===== src/rtl/tick_gen_pkg.sv =====
// Shared types and constants for the programmable tick generator.
package tick_gen_pkg;

  typedef enum logic [1:0] {
    ST_IDLE = 2'd0,
    ST_RUN  = 2'd1,
    ST_DONE = 2'd2
  } state_e;

  localparam int MODE_ONESHOT = 0;
  localparam int MODE_CUSTOM  = 1;

  // Terminal count of rate k: each step down the table halves the period.
  function automatic logic [63:0] rate_limit(input int nb_counter, input int shift_base,
                                             input int k);
    return (64'd1 << (nb_counter - shift_base - k)) - 64'd1;
  endfunction

endpackage


===== src/rtl/tick_gen_rate_table.sv =====
// Rate table: maps i_sel to a fixed terminal count, all entries are elaboration constants.
module tick_rate_table
  import tick_gen_pkg::*;
#(
  parameter int NB_COUNTER = 32,
  parameter int NB_SEL     = 2,
  parameter int SHIFT_BASE = 10
) (
  input  logic [NB_SEL-1:0]     i_sel,
  output logic [NB_COUNTER-1:0] o_limit
);

  localparam int NUM_RATES = 2 ** NB_SEL;

  logic [NUM_RATES-1:0][NB_COUNTER-1:0] rates;

  for (genvar k = 0; k < NUM_RATES; k++) begin : g_rate
    assign rates[k] = NB_COUNTER'(rate_limit(NB_COUNTER, SHIFT_BASE, k));
  end

  assign o_limit = rates[i_sel];

endmodule


===== src/rtl/tick_gen.sv =====
// Multi-rate tick generator: free-run or one-shot, table or custom period,
// with the period limit shadowed so rate changes only land on a period boundary.
module tick_gen
  import tick_gen_pkg::*;
#(
  parameter int NB_COUNTER = 32,
  parameter int NB_SEL     = 2,
  parameter int SHIFT_BASE = 10,
  parameter int NB_TICKS   = 8
) (
  input  logic                  clock,
  input  logic                  i_reset,
  input  logic                  i_enable,
  input  logic [NB_SEL-1:0]     i_sel,
  input  logic [1:0]            i_mode,
  input  logic [NB_COUNTER-1:0] i_period,
  output logic                  o_tick,
  output logic                  o_level,
  output logic                  o_busy,
  output logic [NB_TICKS-1:0]   o_tick_count
);

  localparam logic [NB_COUNTER-1:0] LIMIT_RST =
    NB_COUNTER'(rate_limit(NB_COUNTER, SHIFT_BASE, 0));

  state_e                state_q, state_d;
  logic [NB_COUNTER-1:0] cnt_q, cnt_d;
  logic [NB_COUNTER-1:0] limit_q, limit_d;
  logic                  tick_q, tick_d;
  logic                  level_q, level_d;
  logic [NB_TICKS-1:0]   tcnt_q, tcnt_d;

  logic [NB_COUNTER-1:0] tbl_limit;
  logic [NB_COUNTER-1:0] sel_limit;

  tick_rate_table #(
    .NB_COUNTER (NB_COUNTER),
    .NB_SEL     (NB_SEL),
    .SHIFT_BASE (SHIFT_BASE)
  ) u_rate_table (
    .i_sel   (i_sel),
    .o_limit (tbl_limit)
  );

  assign sel_limit = i_mode[MODE_CUSTOM] ? i_period : tbl_limit;

  always_comb begin
    state_d = state_q;
    cnt_d   = cnt_q;
    limit_d = limit_q;
    tick_d  = 1'b0;
    level_d = level_q;
    tcnt_d  = tcnt_q;
    unique case (state_q)
      ST_IDLE: begin
        limit_d = sel_limit;
        cnt_d   = '0;
        if (i_enable) state_d = ST_RUN;
      end
      ST_RUN: begin
        if (!i_enable) begin
          state_d = ST_IDLE;
          cnt_d   = '0;
        end else if (cnt_q == limit_q) begin
          // Period boundary: the only point where a new limit may take effect.
          cnt_d   = '0;
          tick_d  = 1'b1;
          level_d = ~level_q;
          tcnt_d  = tcnt_q + NB_TICKS'(1);
          limit_d = sel_limit;
          if (i_mode[MODE_ONESHOT]) state_d = ST_DONE;
        end else begin
          cnt_d = cnt_q + NB_COUNTER'(1);
        end
      end
      ST_DONE: begin
        cnt_d = '0;
        if (!i_enable) state_d = ST_IDLE;
      end
      default: begin
        state_d = ST_IDLE;
        cnt_d   = '0;
      end
    endcase
  end

  always_ff @(posedge clock or posedge i_reset) begin
    if (i_reset) begin
      state_q <= ST_IDLE;
      cnt_q   <= '0;
      limit_q <= LIMIT_RST;
      tick_q  <= 1'b0;
      level_q <= 1'b0;
      tcnt_q  <= '0;
    end else begin
      state_q <= state_d;
      cnt_q   <= cnt_d;
      limit_q <= limit_d;
      tick_q  <= tick_d;
      level_q <= level_d;
      tcnt_q  <= tcnt_d;
    end
  end

  assign o_tick       = tick_q;
  assign o_level      = level_q;
  assign o_busy       = (state_q == ST_RUN);
  assign o_tick_count = tcnt_q;

endmodule


===== config.mk =====
export PLATFORM = sky130hd
export DESIGN_NAME = tick_gen
export DESIGN_NICKNAME = d
export VERILOG_FILES = /design/src/rtl/tick_gen_pkg.sv /design/src/rtl/tick_gen_rate_table.sv /design/src/rtl/tick_gen.sv
export SDC_FILE = /design/constraint.sdc
export NUM_CORES = 1
export LEC_CHECK = 0
export ABC_CLOCK_PERIOD_IN_PS = 2400
export CORE_UTILIZATION = 50
export CTS_CLUSTER_SIZE = 12
export DETAILED_ROUTE_END_ITERATION = 6
export PLACE_DENSITY = 0.73
export SYNTH_ARGS = -nofsm -noshare
export SYNTH_HDL_FRONTEND = slang
export SYNTH_SLANG_ARGS = --single-unit

===== constraint.sdc =====
create_clock -name clock -period 2.4 [get_ports clock]
set_clock_uncertainty 0.1 [all_clocks]
set_input_delay 0.48 -clock clock [delete_from_list [all_inputs] [get_ports clock]]
set_output_delay 0.48 -clock clock [all_outputs]
set_load 0.02 [all_outputs]

[Word-level counts from Yosys, hierarchy flattened]
Cells that the tools add are included.
Storage, ports and cells
  logic and storage cells: 42
  flip-flop bits (word level): 76
  output and inout bits: 11
  input bits: 39
Operators by class
  eq/ne operators: 9
  bitwise operators: 1
  add/sub/neg operators: 2
  multiplexer cells: 18
  reduce and logical (&&, ||, !) cells: 5
  magnitude comparators: 1
Operators with widths (number)
  2-to-1 mux 32 bit: 7
  binary-select mux 32 bit (select 2 bit): 1
  one-hot mux 32 bit (2 select lines): 1
  adder 32 x 1 -> 32 bit, second input constant: 1
  == test 32 bit: 1
  2-to-1 mux 2 bit: 5
  adder 8 x 1 -> 8 bit, second input constant: 1
  != test 2 bit, second input constant: 3
  one-hot mux 2 bit (3 select lines): 1
  AND reduction 3 bit: 2
  AND reduction 4 bit: 1
  < comparator 2 x 3 -> 1 bit, second input constant: 1
  2-to-1 mux 1 bit: 3
  != test 3 x 2 -> 1 bit, second input constant: 1
  != test 3 bit, second input constant: 1
  == test 2 x 1 -> 1 bit, second input constant: 1
  == test 2 bit, second input constant: 1
  logical NOT 2 bit: 1
  != test 2 x 1 -> 1 bit, second input constant: 1
  nonzero test 2 bit: 1
  NOT 1 bit: 1

[Longest topological paths before layout]
  word-level depth: 6
  mapped depth: 8
  gate-level depth less buffers: 6

[Modules after synthesis]
A second synthesis with hierarchy kept.
Second synthesis, totals
  cell total of the unflattened synthesis: 387
  area, all modules: 4297.9 µm²
Modules (own cells, without submodules)
  tick_gen: cells an instance 353, area each 4061.4 µm², times used 1, sequential area each 1929.4 µm²
  tick_rate_table: cells an instance 34, area each 236.5 µm², times used 1, sequential area each 0.0 µm²

[Worst setup path after synthesis]
No wires, ideal clock.
  kind: reg2reg
  start: register cnt_q[24]
  end: register limit_q[0]
  cell stages (with the launch flop): 9
  data required time: 2.218 ns
  setup slack: 0.108 ns
  period minus slack after synthesis: 2.292 ns
  path buffers: 3
  arrival time: 2.109 ns
  setup time: 0.082 ns
  cell sequence: dfrtp_1 buf_6 xor2_1 nor4_2 nand4_2 o32a_1 buf_6 buf_12 mux2_4
Between the ends
  word-level cells in the longest chain between the ends: 3
RTL lines
  from (decl): line tick_gen.sv:27  | logic [NB_COUNTER-1:0] cnt_q, cnt_d;
  from (signal assigned): line tick_gen.sv:97  | cnt_q <= cnt_d;
  == test 32 bit: line tick_gen.sv:64  | end else if (cnt_q == limit_q) begin
  != test 2 x 1 -> 1 bit (no line)
  AND reduction 3 bit (no line)
  to (signal assigned): line tick_gen.sv:98  | limit_q <= limit_d;
  to (decl): line tick_gen.sv:28  | logic [NB_COUNTER-1:0] limit_q, limit_d;
No other way between the ends.
A chain may end at the register's enable or synchronous reset.

[Worst setup path after layout]
  start: register limit_q[14]
  end: register limit_q[7]
Between the ends
  word-level cells in the longest chain between the ends: 3
RTL lines (line)
  == test 32 bit: tick_gen.sv:64
  != test 2 x 1 -> 1 bit (no line)
  AND reduction 3 bit (no line)
No other way between the ends.

==> impl_metrics.env <==
export IMPL_die_area_um2=8428
export IMPL_setup_violations_final=0
export IMPL_holdCritPathClass="flop to flop"
export IMPL_areaGrowthSynthToFinish_pct=22.49
export IMPL_r2r_start="limit_q[14]"
export IMPL_synthArstFlopShare=1.000
export IMPL_ys_types=39
export IMPL_root_buffer="clkbuf_8"
export IMPL_synth_top_cell_area_share=0.3351
export IMPL_max_slew_margin=0.6319
export IMPL_syn_cell_area_um2=4033
export IMPL_worst_pin_slew_ns=0.5510
export IMPL_die_h_um=91.81
export IMPL_cts_tree="built"
export IMPL_drv_cap=0
export IMPL_cts_made_buffers=9
export IMPL_crit_buf_inv=1
export IMPL_critPathLaunch="limit_q[14]"
export IMPL_hold_viol_final=0
export IMPL_synth_top_flop_cell="dfrtp_1"
export IMPL_grt_setup_unrepaired="no"
export IMPL_end_kind="flop"
export IMPL_gp_congestion=0.8647
export IMPL_timing_fmax_mhz=437.3
export IMPL_grt_start_max_net_pins=77
export IMPL_slew_viol_final=0
export IMPL_ios=50
export IMPL_p_per_area_nw_per_um2=539.5
export IMPL_diodes=0
export IMPL_run_status="complete, no violations"
export IMPL_portBuffers=49
export IMPL_synthTopCellsByCount="dfrtp_1 (54), xor2_1 (47), nor2_1 (38), nand2_1 (23), xnor2_1 (23)"
export IMPL_finalCritPeriodShare=0.9528
export IMPL_syn_inst=372
export IMPL_place_inst=524
export IMPL_synth_nets=413
export IMPL_r2r_slack_ns=0.11
export IMPL_path_clk_slew_ns=0.08
export IMPL_grt_first_pass_wirelength_mm=14.32
export IMPL_layout_drive_gt1_share=0.2032
export IMPL_fin_util=0.6360
export IMPL_worst_ep_required_time_ns=2.59
export IMPL_rr_worst_depth=6
export IMPL_ys_warn_count=0
export IMPL_htreeDepth=3
export IMPL_synth_sequential_area_ratio=0.4784
export IMPL_slowest_delay_ns=0.55
export IMPL_vias=2846
export IMPL_path_delay_family="flip-flops"
export IMPL_drcViolationCount=0
export IMPL_rows=32
export IMPL_antenna_found_initial=0
export IMPL_ys_seq_elements=76
export IMPL_path_class="flop to flop"
export IMPL_crit_path_top_delay_cell="dfstp_2"
export IMPL_grtUsageTotal=0.2226
export IMPL_cp_cell_sequence="xor2_1, nor4_1, nand4_2, o32a_2, buf_12, mux2_4"
export IMPL_fill_cells=641
export IMPL_first_iter_violations=134
export IMPL_syn_area_per_cell_um2=10.84
export IMPL_fin_crit_ns=2.287
export IMPL_core_area_um2=7767
export IMPL_yosys_cell_count_top_type="dfrtp_1"
export IMPL_crit_path_start_kind="flop"
export IMPL_die_x_um=91.81
export IMPL_synthTopCellsByArea="dfrtp_1 (34%), dfstp_2 (14%), xor2_1 (10%)"
export IMPL_initial_utilization=0.5192
export IMPL_grt_pass1_vias=2917
export IMPL_grt_ovfl_total=0
export IMPL_wirelength_mm=8.540
export IMPL_peakVddDrop_uv=328.4
export IMPL_synth_top_area_cell="dfrtp_1"
export IMPL_fin_nets=474
export IMPL_path_max_fanout=17
export IMPL_cp_arrival_ns=2.47
export IMPL_hold_buffers=0
export IMPL_rr_endpoint="limit_q[7]"
export IMPL_placed_area_um2=4727
export IMPL_hpwl_mm=6.064
export IMPL_viasPerCell=5.270
export IMPL_leakagePower_nw=2.155
export IMPL_crit_cells=6
export IMPL_clockBufferDepth=2
export IMPL_finalNonFillerCells=540
export IMPL_crit_end="limit_q[7]"
export IMPL_clkLatencyLatePin_ns=0.36
export IMPL_drt_first_pass_iters=5
export IMPL_wire_per_inst_um=15.81
export IMPL_ant_nets=0
export IMPL_synth_edff_count=0
export IMPL_design_area_um2=4940
export IMPL_clock_sinks=76
export IMPL_tns_ns=0
export IMPL_cts_setup_buffers=0
## layer usage
layer,up-vias,wire length [um],GRT usage
met5,-,0,0
met4,0,155,0.07422
met3,16,385,0.05887
met2,71,4102,0.3596
met1,1394,3897,0.2918
li1,1365,-,-
## worst min-delay path by stage
stage	start	endpoint	depth (start not counted)
floorplan	cnt_q[0]	cnt_q[0]	1
global placement	o_level	o_level	1
detailed placement	o_level	o_level	1
CTS	o_level	o_level	1
global route	o_level	o_level	1
finish	o_level	o_level	1
## worst register-to-register path, cell delays in order (launching register included)
cell and delay (ns):
dfstp_2 0.55, xor2_1 0.08, nor4_1 0.36, nand4_2 0.17, o32a_2 0.47, buf_12 0.18
mux2_4 0.31
## cell usage in the layout (no fill, tap or decap), drive strengths merged, types with 2 or more instances in the layout
cell type	n
nor3	9
clkinv	3
nor2b	2
xnor2	23
clkbuf	11
nor4	18
and4	3
nor3b	2
dfstp	22
clkinvlp	2
o21ai	2
mux2i	10
mux2	24
and3	2
xor2	47
nand4	12
dfrtp	54
buf	18
ha	2
clkdlybuf4s50	49
nor2	38
and2	3
nand2b	21
inv	18
nand3	11
nand2	23
## cell families after synthesis
group / share of synthesized area
flip-flops: 0.4784
AO/OA/AOI/OAI: 0.01086
buffers and inverters: 0.04685
AND/OR/NAND/NOR: 0.1952
multiplexers: 0.1105
adder cells (fa/ha/maj): 0.006204
XOR/XNOR: 0.1520
## registers in the layout (all words and copies together), names as in the netlist
signal / count
o_level: 1
cnt_q: 32
o_tick_count: 8
limit_q: 32
state_q: 2
o_tick: 1
## power by group
group / switching (mW) / internal, mW / leakage [nW]
Sequential: 0.0451 / 1.36 / 0.967
Clock: 0.460 / 0.503 / 0.0991
Combinational: 0.128 / 0.169 / 1.09
Total: 0.633 / 2.03 / 2.15
## layout make-up
| cell class | instances | area, um2 | share of cell area |
|---|---|---|---|
| flip-flops and latches | 76 | 1929 | 0.3906 |
| multi-input cells | 260 | 1938 | 0.3924 |
| inverters | 19 | 75.07 | 0.01520 |
| clock buffers | 11 | 141.4 | 0.02862 |
| well taps | 102 | 127.6 | 0.02584 |
| clock inverters | 5 | 52.55 | 0.01064 |
| repair buffers | 67 | 675.6 | 0.1368 |
## repair_timing
item | in CTS | in global routing
setup endpoints to repair | 0 | 21
endpoints found under the hold margin | 0 | 0
gates resized for setup | 0 | 3
## through the flow
step,hold slack (ns),worst slack (ns),total power [mW]
floorplan,0.3848,0.1085,1.597
global placement,0.3571,0.07055,1.716
detailed placement,0.3585,0.09536,1.721
CTS,0.3726,0.04680,2.687
global route,0.3879,0.01098,2.765
finish,0.3697,0.1133,2.665
(Power assumes the default switching activity.)
